<file path="src/rtl/div_unit_if.sv">
// Handshake and data bundle between the ID/EX side of the core and the divide unit.
// The core drives the request, and the divide unit returns status and the result.
interface div_unit_if;
    logic        start;
    logic [2:0]  func3;
    logic [31:0] dividend;
    logic [31:0] divisor;
    logic        flush;
    logic        busy;
    logic        done;
    logic [31:0] result;

    modport master (
        output start, func3, dividend, divisor, flush,
        input  busy, done, result
    );

    modport slave (
        input  start, func3, dividend, divisor, flush,
        output busy, done, result
    );
endinterface

</file>
<file path="src/rtl/div_unit.sv">
// Multi-cycle RV32M DIV/DIVU/REM/REMU unit using radix-2 restoring division.
// Divide-by-zero and signed overflow skip the iteration loop and finish one cycle after start.
module div_unit (
    input  logic      clk,
    input  logic      rst,
    div_unit_if.slave bus
);
    localparam int XLEN = 32;

    typedef enum logic [1:0] {IDLE, CALC, FIN} state_t;

    state_t          state;
    state_t          state_next;
    logic            accept;
    logic            is_rem_q;
    logic            negate_q;
    logic [5:0]      count_q;
    logic [XLEN-1:0] div_mag_q;
    logic [XLEN-1:0] rem_q;
    logic [XLEN-1:0] quo_q;
    logic [XLEN-1:0] result_q;

    logic            op_signed;
    logic            op_rem;
    logic            div_zero;
    logic            overflow;
    logic            special;
    logic [XLEN-1:0] dvd_mag;
    logic [XLEN-1:0] dvs_mag;
    logic [XLEN-1:0] special_result;

    // Only 100 and 110 are signed. Any code outside 1xx falls through to plain DIVU.
    assign op_signed = (bus.func3 == 3'b100) || (bus.func3 == 3'b110);
    assign op_rem    = (bus.func3 == 3'b110) || (bus.func3 == 3'b111);
    assign div_zero  = (bus.divisor == '0);
    assign overflow  = op_signed && (bus.dividend == 32'h8000_0000) && (bus.divisor == '1);
    assign special   = div_zero || overflow;
    assign dvd_mag   = (op_signed && bus.dividend[XLEN-1]) ? -bus.dividend : bus.dividend;
    assign dvs_mag   = (op_signed && bus.divisor[XLEN-1])  ? -bus.divisor  : bus.divisor;
    assign special_result = div_zero ? (op_rem ? bus.dividend : '1)
                                     : (op_rem ? '0 : 32'h8000_0000);

    logic [XLEN:0]   shifted;
    logic [XLEN:0]   diff;
    logic [XLEN-1:0] new_rem;
    logic [XLEN-1:0] new_quo;
    logic [XLEN-1:0] picked;
    logic [XLEN-1:0] fixed;

    // A 33-bit trial subtract. The sign bit of the difference decides whether to restore.
    assign shifted = {rem_q, quo_q[XLEN-1]};
    assign diff    = shifted - {1'b0, div_mag_q};
    assign new_rem = diff[XLEN] ? shifted[XLEN-1:0] : diff[XLEN-1:0];
    assign new_quo = {quo_q[XLEN-2:0], ~diff[XLEN]};
    assign picked  = is_rem_q ? new_rem : new_quo;
    assign fixed   = negate_q ? -picked : picked;

    always_ff @(posedge clk or negedge rst) begin
        if (!rst) begin
            state <= IDLE;
        end else begin
            state <= state_next;
        end
    end

    always_comb begin
        state_next = state;
        accept     = 1'b0;
        case (state)
            IDLE: begin
                if (bus.start && !bus.flush) begin
                    accept     = 1'b1;
                    state_next = special ? FIN : CALC;
                end
            end
            CALC: begin
                if (bus.flush) begin
                    state_next = IDLE;
                end else if (count_q == 6'd31) begin
                    state_next = FIN;
                end
            end
            FIN:     state_next = IDLE;
            default: state_next = IDLE;
        endcase
    end

    // A flush in CALC freezes the datapath, so result keeps the last completed value.
    always_ff @(posedge clk or negedge rst) begin
        if (!rst) begin
            is_rem_q  <= 1'b0;
            negate_q  <= 1'b0;
            count_q   <= '0;
            div_mag_q <= '0;
            rem_q     <= '0;
            quo_q     <= '0;
            result_q  <= '0;
        end else begin
            case (state)
                IDLE: begin
                    if (accept) begin
                        is_rem_q  <= op_rem;
                        negate_q  <= op_rem ? (op_signed && bus.dividend[XLEN-1])
                                            : (op_signed && (bus.dividend[XLEN-1] ^ bus.divisor[XLEN-1]));
                        count_q   <= '0;
                        div_mag_q <= dvs_mag;
                        rem_q     <= '0;
                        quo_q     <= dvd_mag;
                        if (special) begin
                            result_q <= special_result;
                        end
                    end
                end
                CALC: begin
                    if (!bus.flush) begin
                        rem_q   <= new_rem;
                        quo_q   <= new_quo;
                        count_q <= count_q + 6'd1;
                        if (count_q == 6'd31) begin
                            result_q <= fixed;
                        end
                    end
                end
                default: ;
            endcase
        end
    end

    assign bus.busy   = (state != IDLE);
    assign bus.done   = (state == FIN);
    assign bus.result = result_q;
endmodule

</file>
<file path="src/flat_wrapper.sv">
// flat-port wrapper written by rule: the top's interface ports become plain ports
module div_unit_flat 
  (clk, rst, bus_start, bus_func3, bus_dividend, bus_divisor, bus_flush, bus_busy, bus_done, bus_result);
  div_unit_if bus_i ();
  input  logic clk;
  input  logic rst;
  input wire logic [$bits(bus_i.start)-1:0] bus_start;
  input wire logic [$bits(bus_i.func3)-1:0] bus_func3;
  input wire logic [$bits(bus_i.dividend)-1:0] bus_dividend;
  input wire logic [$bits(bus_i.divisor)-1:0] bus_divisor;
  input wire logic [$bits(bus_i.flush)-1:0] bus_flush;
  output wire logic [$bits(bus_i.busy)-1:0] bus_busy;
  output wire logic [$bits(bus_i.done)-1:0] bus_done;
  output wire logic [$bits(bus_i.result)-1:0] bus_result;
  assign bus_i.start = bus_start;
  assign bus_i.func3 = bus_func3;
  assign bus_i.dividend = bus_dividend;
  assign bus_i.divisor = bus_divisor;
  assign bus_i.flush = bus_flush;
  assign bus_busy = bus_i.busy;
  assign bus_done = bus_i.done;
  assign bus_result = bus_i.result;
  div_unit u_core (.clk(clk), .rst(rst), .bus(bus_i));
endmodule
</file>
<file path="config.mk">
export PLATFORM = sky130hd
export DESIGN_NAME = div_unit_flat
export DESIGN_NICKNAME = d
export VERILOG_FILES = /design/src/rtl/div_unit_if.sv /design/src/rtl/div_unit.sv /design/src/flat_wrapper.sv
export SDC_FILE = /design/constraint.sdc
export NUM_CORES = 1
export LEC_CHECK = 0
export BUFFER_PORTS_ARGS = -buffer_cell sky130_fd_sc_hd__clkbuf_2
export CAP_MARGIN = 5
export CORE_MARGIN = 2
export CORE_UTILIZATION = 30
export DETAILED_ROUTE_END_ITERATION = 8
export PLACE_DENSITY = 0.46
export SYNTH_ARGS = -nofsm -noshare
export SYNTH_HDL_FRONTEND = slang
export SYNTH_SLANG_ARGS = --single-unit
</file>
<file path="constraint.sdc">
create_clock -name clk -period 8.55 [get_ports clk]
set_input_delay 1.2825 -clock clk [delete_from_list [all_inputs] [get_ports clk]]
set_output_delay 1.2825 -clock clk [all_outputs]
set_load 0.005 [all_outputs]
</file>
==> impl_results.md <==
- Seq cells post-synth: 138
- Library cell with the largest summed area after synthesis: sky130_fd_sc_hd__dfrtp_1
- Core ar.: about 37000 µm²
- Fraction of synthesized cell area in xor and xnor cells: 0.08024
- Hold Buf Count CTS: 0
- Setup slack at placement: 2850 ps
- Area fraction of the dominant cell type after synthesis: 0.3102
- Number of instances resized during post-cts repair: 0
- Number of ports placed on the die boundary: 105
- Top cell family by delay on the critical path: compound AO/OA/AOI/OAI gates
- Post-CTS Setup Repair Bufs: 0
- Die area: 38670 µm²
- Leading cell types in the layout, fill and taps excluded: sky130_fd_sc_hd__nand2_1 (190), sky130_fd_sc_hd__o21ai_0 (190), sky130_fd_sc_hd__dfrtp_1 (137)
- Switching share of power: 0.4436
- Complex-gate fraction of the synthesized area: 0.2687
- Final WL: 38.75 mm
- Clock tree from TritonCTS: built
- X dimension of the die: 196.6 µm
- Top cells by area in the synthesized netlist: sky130_fd_sc_hd__dfrtp_1 (31%), sky130_fd_sc_hd__o21ai_0 (8.5%), sky130_fd_sc_hd__nand2_1 (6.4%), sky130_fd_sc_hd__a21oi_1 (5.7%), sky130_fd_sc_hd__xnor2_1 (4.2%)
- Slowest Stage Delay on Critical Path: 630 ps
- Min Clock Period, post-route: 5786 ps
- Net switching power: 1.533 mW
- Max FO, Critical Path: 30
- Cell type of the slowest stage on the worst timing path: sky130_fd_sc_hd__o211a_1
- CTS Buf Count: 17
- Number of iterations in the first detailed-routing pass: 5
- Max-cap violation count: 0
- Worst clock skew: 11.35 ps
- Total vias in the final route: 10790
- Proportion of layout cells with a drive suffix above 1: 0.1158
- Hold/Removal Path Class: flop to flop
- Initial core utilization: 0.3041
- Gr usage total: 0.2038
- Root cell of the clock tree: sky130_fd_sc_hd__clkbuf_16
- Cell Area, Synth: 11130 µm²
- Final global-route overflow total: 0
- Average wire per cell in the routed design: 19.42 µm
- Violation count after the first detailed-route iteration: about 700
- Distinct cell type count of the synthesized netlist: 77
- Sequential Power Share: 0.301
- Clock share of power: 0.227
- Global-route wire length before repair: 60.87 mm
- Unrepaired setup endpoints after global routing: false
- Synth Area per Inst: 7.594 µm²
- Number of antenna cells inserted: 0
- CP Cell Sequence: inv_1 > ha_1 > inv_1 > fa_1 > a211oi_1 > o211ai_2 > and4_1 > o21ai_0 > o211a_1 > buf_4 > mux2i_1 > a21oi_1 > or3_1 > or4_1 > o41ai_1 > xor2_1 > a31oi_1
- Int Pwr: ~1.9 mW
- Share of total power in combinational logic: 0.472
- Dominant combinational cell family by area after synthesis: compound AO/OA/AOI/OAI gates
- H-tree levels: 4
- Crit-path most repeated cell: sky130_fd_sc_hd__inv_1
- Yosys synthesis warning count: 0
- Sequential element share of the synthesized area: 0.3102
- Crit start category: flop
- Outcome: finished, final reports clean
- WP data required: between 8000 and 9000 ps
- Sum of negative setup slack: 0 ps
- Syn Inst Count: 1466
- Number of global-route vias before repair: 10330
- Crit share post-route: 0.6767
- Lkg Pwr: 5.324 nW
- Largest net degree at the start of global routing: 97
- Final HPWL from detailed placement: between 20 and 30 mm
- Slew headroom: 0.1979
- Die outline height: 196.6 µm
- Multiplexer share of the synthesized area: 0.02967
- EDFF count, synth: 0
- Final setup violation count: 0
- Clk buf depth: 2
- Final RePlAce weighted congestion: 0.8609
- Post-synthesis share of cell area spent on full adders, half adders and majority gates: 0.04338
- Std-Cell Rows: 70
- Insertion delay to the later sink of the worst-skew pair: roughly 450 ps
- Crit path arrival time: 6070 ps
- Synth Flop Type: sky130_fd_sc_hd__dfrtp_1
- Worst-margin pin slew: 1203 ps
- Final setup margin: ~2800 ps
- Final Hold Violating Endpoints: 0
- Number of nets produced by synthesis: 1575
- Crit. End Element: flop
- Reg clk slew, reported paths: 60 ps
- Final max-slew violation count: 0
- Buffers plus inverters on the worst setup path: 3
- Number of sinks driven by the clock tree: 138
- Simple logic cell fraction of the synthesized area: 0.2127
- IR drop worst, VDD: 0.1571 mV
- DR vias/cell: 5.406
- Post-route DRC violation count: 0
- Design Power: 3.455 mW
- Antenna violations before repair: 0
- Type of the setup path with the least slack: flop to flop
- Post-route antenna net violation count: 0
- Ratio of total power to cell area: 273.9 nW/µm²
- Number of buffer cells added on primary ports: 104
- Final Net Count: 1625
- P&R area growth vs syn: 13.33%
- Asr flop ratio synth: 1.000
- Peak clock frequency supported by timing: 172.8 MHz
Yosys cell counts (7+ instances only):
cell,instances
sky130_fd_sc_hd__ha_1,37
sky130_fd_sc_hd__buf_2,7
sky130_fd_sc_hd__xnor2_1,53
sky130_fd_sc_hd__and3_1,10
sky130_fd_sc_hd__or3_1,20
sky130_fd_sc_hd__and2_1,9
sky130_fd_sc_hd__mux2i_1,24
sky130_fd_sc_hd__nor2b_1,8
sky130_fd_sc_hd__clkbuf_1,60
sky130_fd_sc_hd__o21ai_0,190
sky130_fd_sc_hd__nor4_1,12
sky130_fd_sc_hd__inv_1,69
sky130_fd_sc_hd__nand4_1,20
sky130_fd_sc_hd__nor3_1,35
sky130_fd_sc_hd__dfrtp_1,138
sky130_fd_sc_hd__xor2_1,49
sky130_fd_sc_hd__o31ai_1,14
sky130_fd_sc_hd__a31oi_1,38
sky130_fd_sc_hd__nand3_1,26
sky130_fd_sc_hd__or2_2,7
sky130_fd_sc_hd__nand2_1,190
sky130_fd_sc_hd__o211ai_1,21
sky130_fd_sc_hd__buf_1,16
sky130_fd_sc_hd__a21oi_1,127
sky130_fd_sc_hd__o22ai_1,8
sky130_fd_sc_hd__nor2_1,120
sky130_fd_sc_hd__nand2b_1,19
sky130_fd_sc_hd__mux2_2,7
sky130_fd_sc_hd__a22o_1,8
sky130_fd_sc_hd__a21o_1,13
sky130_fd_sc_hd__o41ai_1,9
sky130_fd_sc_hd__o21a_1,8
layer usage:
layer | GRT usage | share of wire | vias up
met4 | 0.04623 | 0.013 | 0
met1 | 0.2713 | 0.46 | 5235
met5 | 0 | 0 | -
li1 | - | - | 5350
met3 | 0.02738 | 0.028 | 25
met2 | 0.3515 | 0.50 | 181
stage by stage:
step | instance area (µm²) | instances | utilization | hold slack (ps)
after global placement | 12020 | 1965 | 0.3284 | 466.7
final | 12620 | 1996 | 0.3446 | 481.0
after detailed placement | 12020 | 1965 | 0.3284 | 471.3
after global routing | 12620 | 1996 | 0.3446 | 506.0
after floorplan | 11130 | 1466 | - | 449.8
after CTS | 12620 | 1996 | 0.3446 | 486.2
worst reg2reg max path, stage by stage, from the launching register on:
cell and delay (ps):
sky130_fd_sc_hd__dfrtp_1 420, sky130_fd_sc_hd__inv_1 70, sky130_fd_sc_hd__ha_1 160, sky130_fd_sc_hd__inv_1 60
sky130_fd_sc_hd__fa_1 420, sky130_fd_sc_hd__a211oi_1 370, sky130_fd_sc_hd__o211ai_2 190, sky130_fd_sc_hd__and4_1 230
sky130_fd_sc_hd__o21ai_0 310, sky130_fd_sc_hd__o211a_1 630, sky130_fd_sc_hd__buf_4 470, sky130_fd_sc_hd__mux2i_1 300
sky130_fd_sc_hd__a21oi_1 160, sky130_fd_sc_hd__or3_1 560, sky130_fd_sc_hd__or4_1 560, sky130_fd_sc_hd__o41ai_1 440
sky130_fd_sc_hd__xor2_1 190, sky130_fd_sc_hd__a31oi_1 100
power by group through the flow:
stage	Clock (mW)	Combinational, mW	Sequential [mW]
detailed placement	0	1.63	1.06
floorplan	0	1.13	0.990
CTS	0.802	1.64	1.05
global route	0.832	1.83	1.07
finish	0.783	1.63	1.04
global placement	0	1.63	1.05
worst paths after layout:
| path | startpoint | end | slack, ps | depth (start not counted) |
|---|---|---|---|---|
| max | u_core.quo_q[31]$_DFFE_PN0P_ | u_core.bus.result[25]$_DFFE_PN0P_ | 2760 | 17 |
| max in group asynchronous | rst | u_core.bus.result[23]$_DFFE_PN0P_ | 6280 | 2 |
| min reg2reg | u_core.div_mag_q[18]$_DFFE_PN0P_ | u_core.div_mag_q[18]$_DFFE_PN0P_ | 480 | 2 |
| min in group asynchronous | rst | u_core.div_mag_q[3]$_DFFE_PN0P_ | 900 | 1 |
| max reg2reg | u_core.quo_q[31]$_DFFE_PN0P_ | u_core.bus.result[25]$_DFFE_PN0P_ | 2760 | 17 |
| min | u_core.div_mag_q[18]$_DFFE_PN0P_ | u_core.div_mag_q[18]$_DFFE_PN0P_ | 480 | 2 |
state kept, by name, summed over array words and instances (netlist names):
register	count
u_core.bus.result	32
u_core.count_q	6
u_core.div_mag_q	32
u_core.is_rem_q	1
u_core.negate_q	1
u_core.quo_q	32
u_core.rem_q	32
u_core.state	2
layout make-up:
cell class                 instances  area [µm²]
clock buffer                      20       446.7
tap                              468       585.6
multi-input combinational       1173        7099
timing repair buffer             117       624.3
inverter                          69       259.0
fill                            3941       23990
clock inverter                    11       147.6
sequential                       138        3455
logic make-up after synthesis:
| logic type | count (synthesis) |
|---|---|
| compound gates | 496 |
| xor+xnor | 102 |
| fa+ha+maj | 38 |
| buf+inv | 155 |
| flops | 138 |
| mux | 32 |
| simple gates | 505 |
No activity file was read; power rests on OpenSTA's default activity.
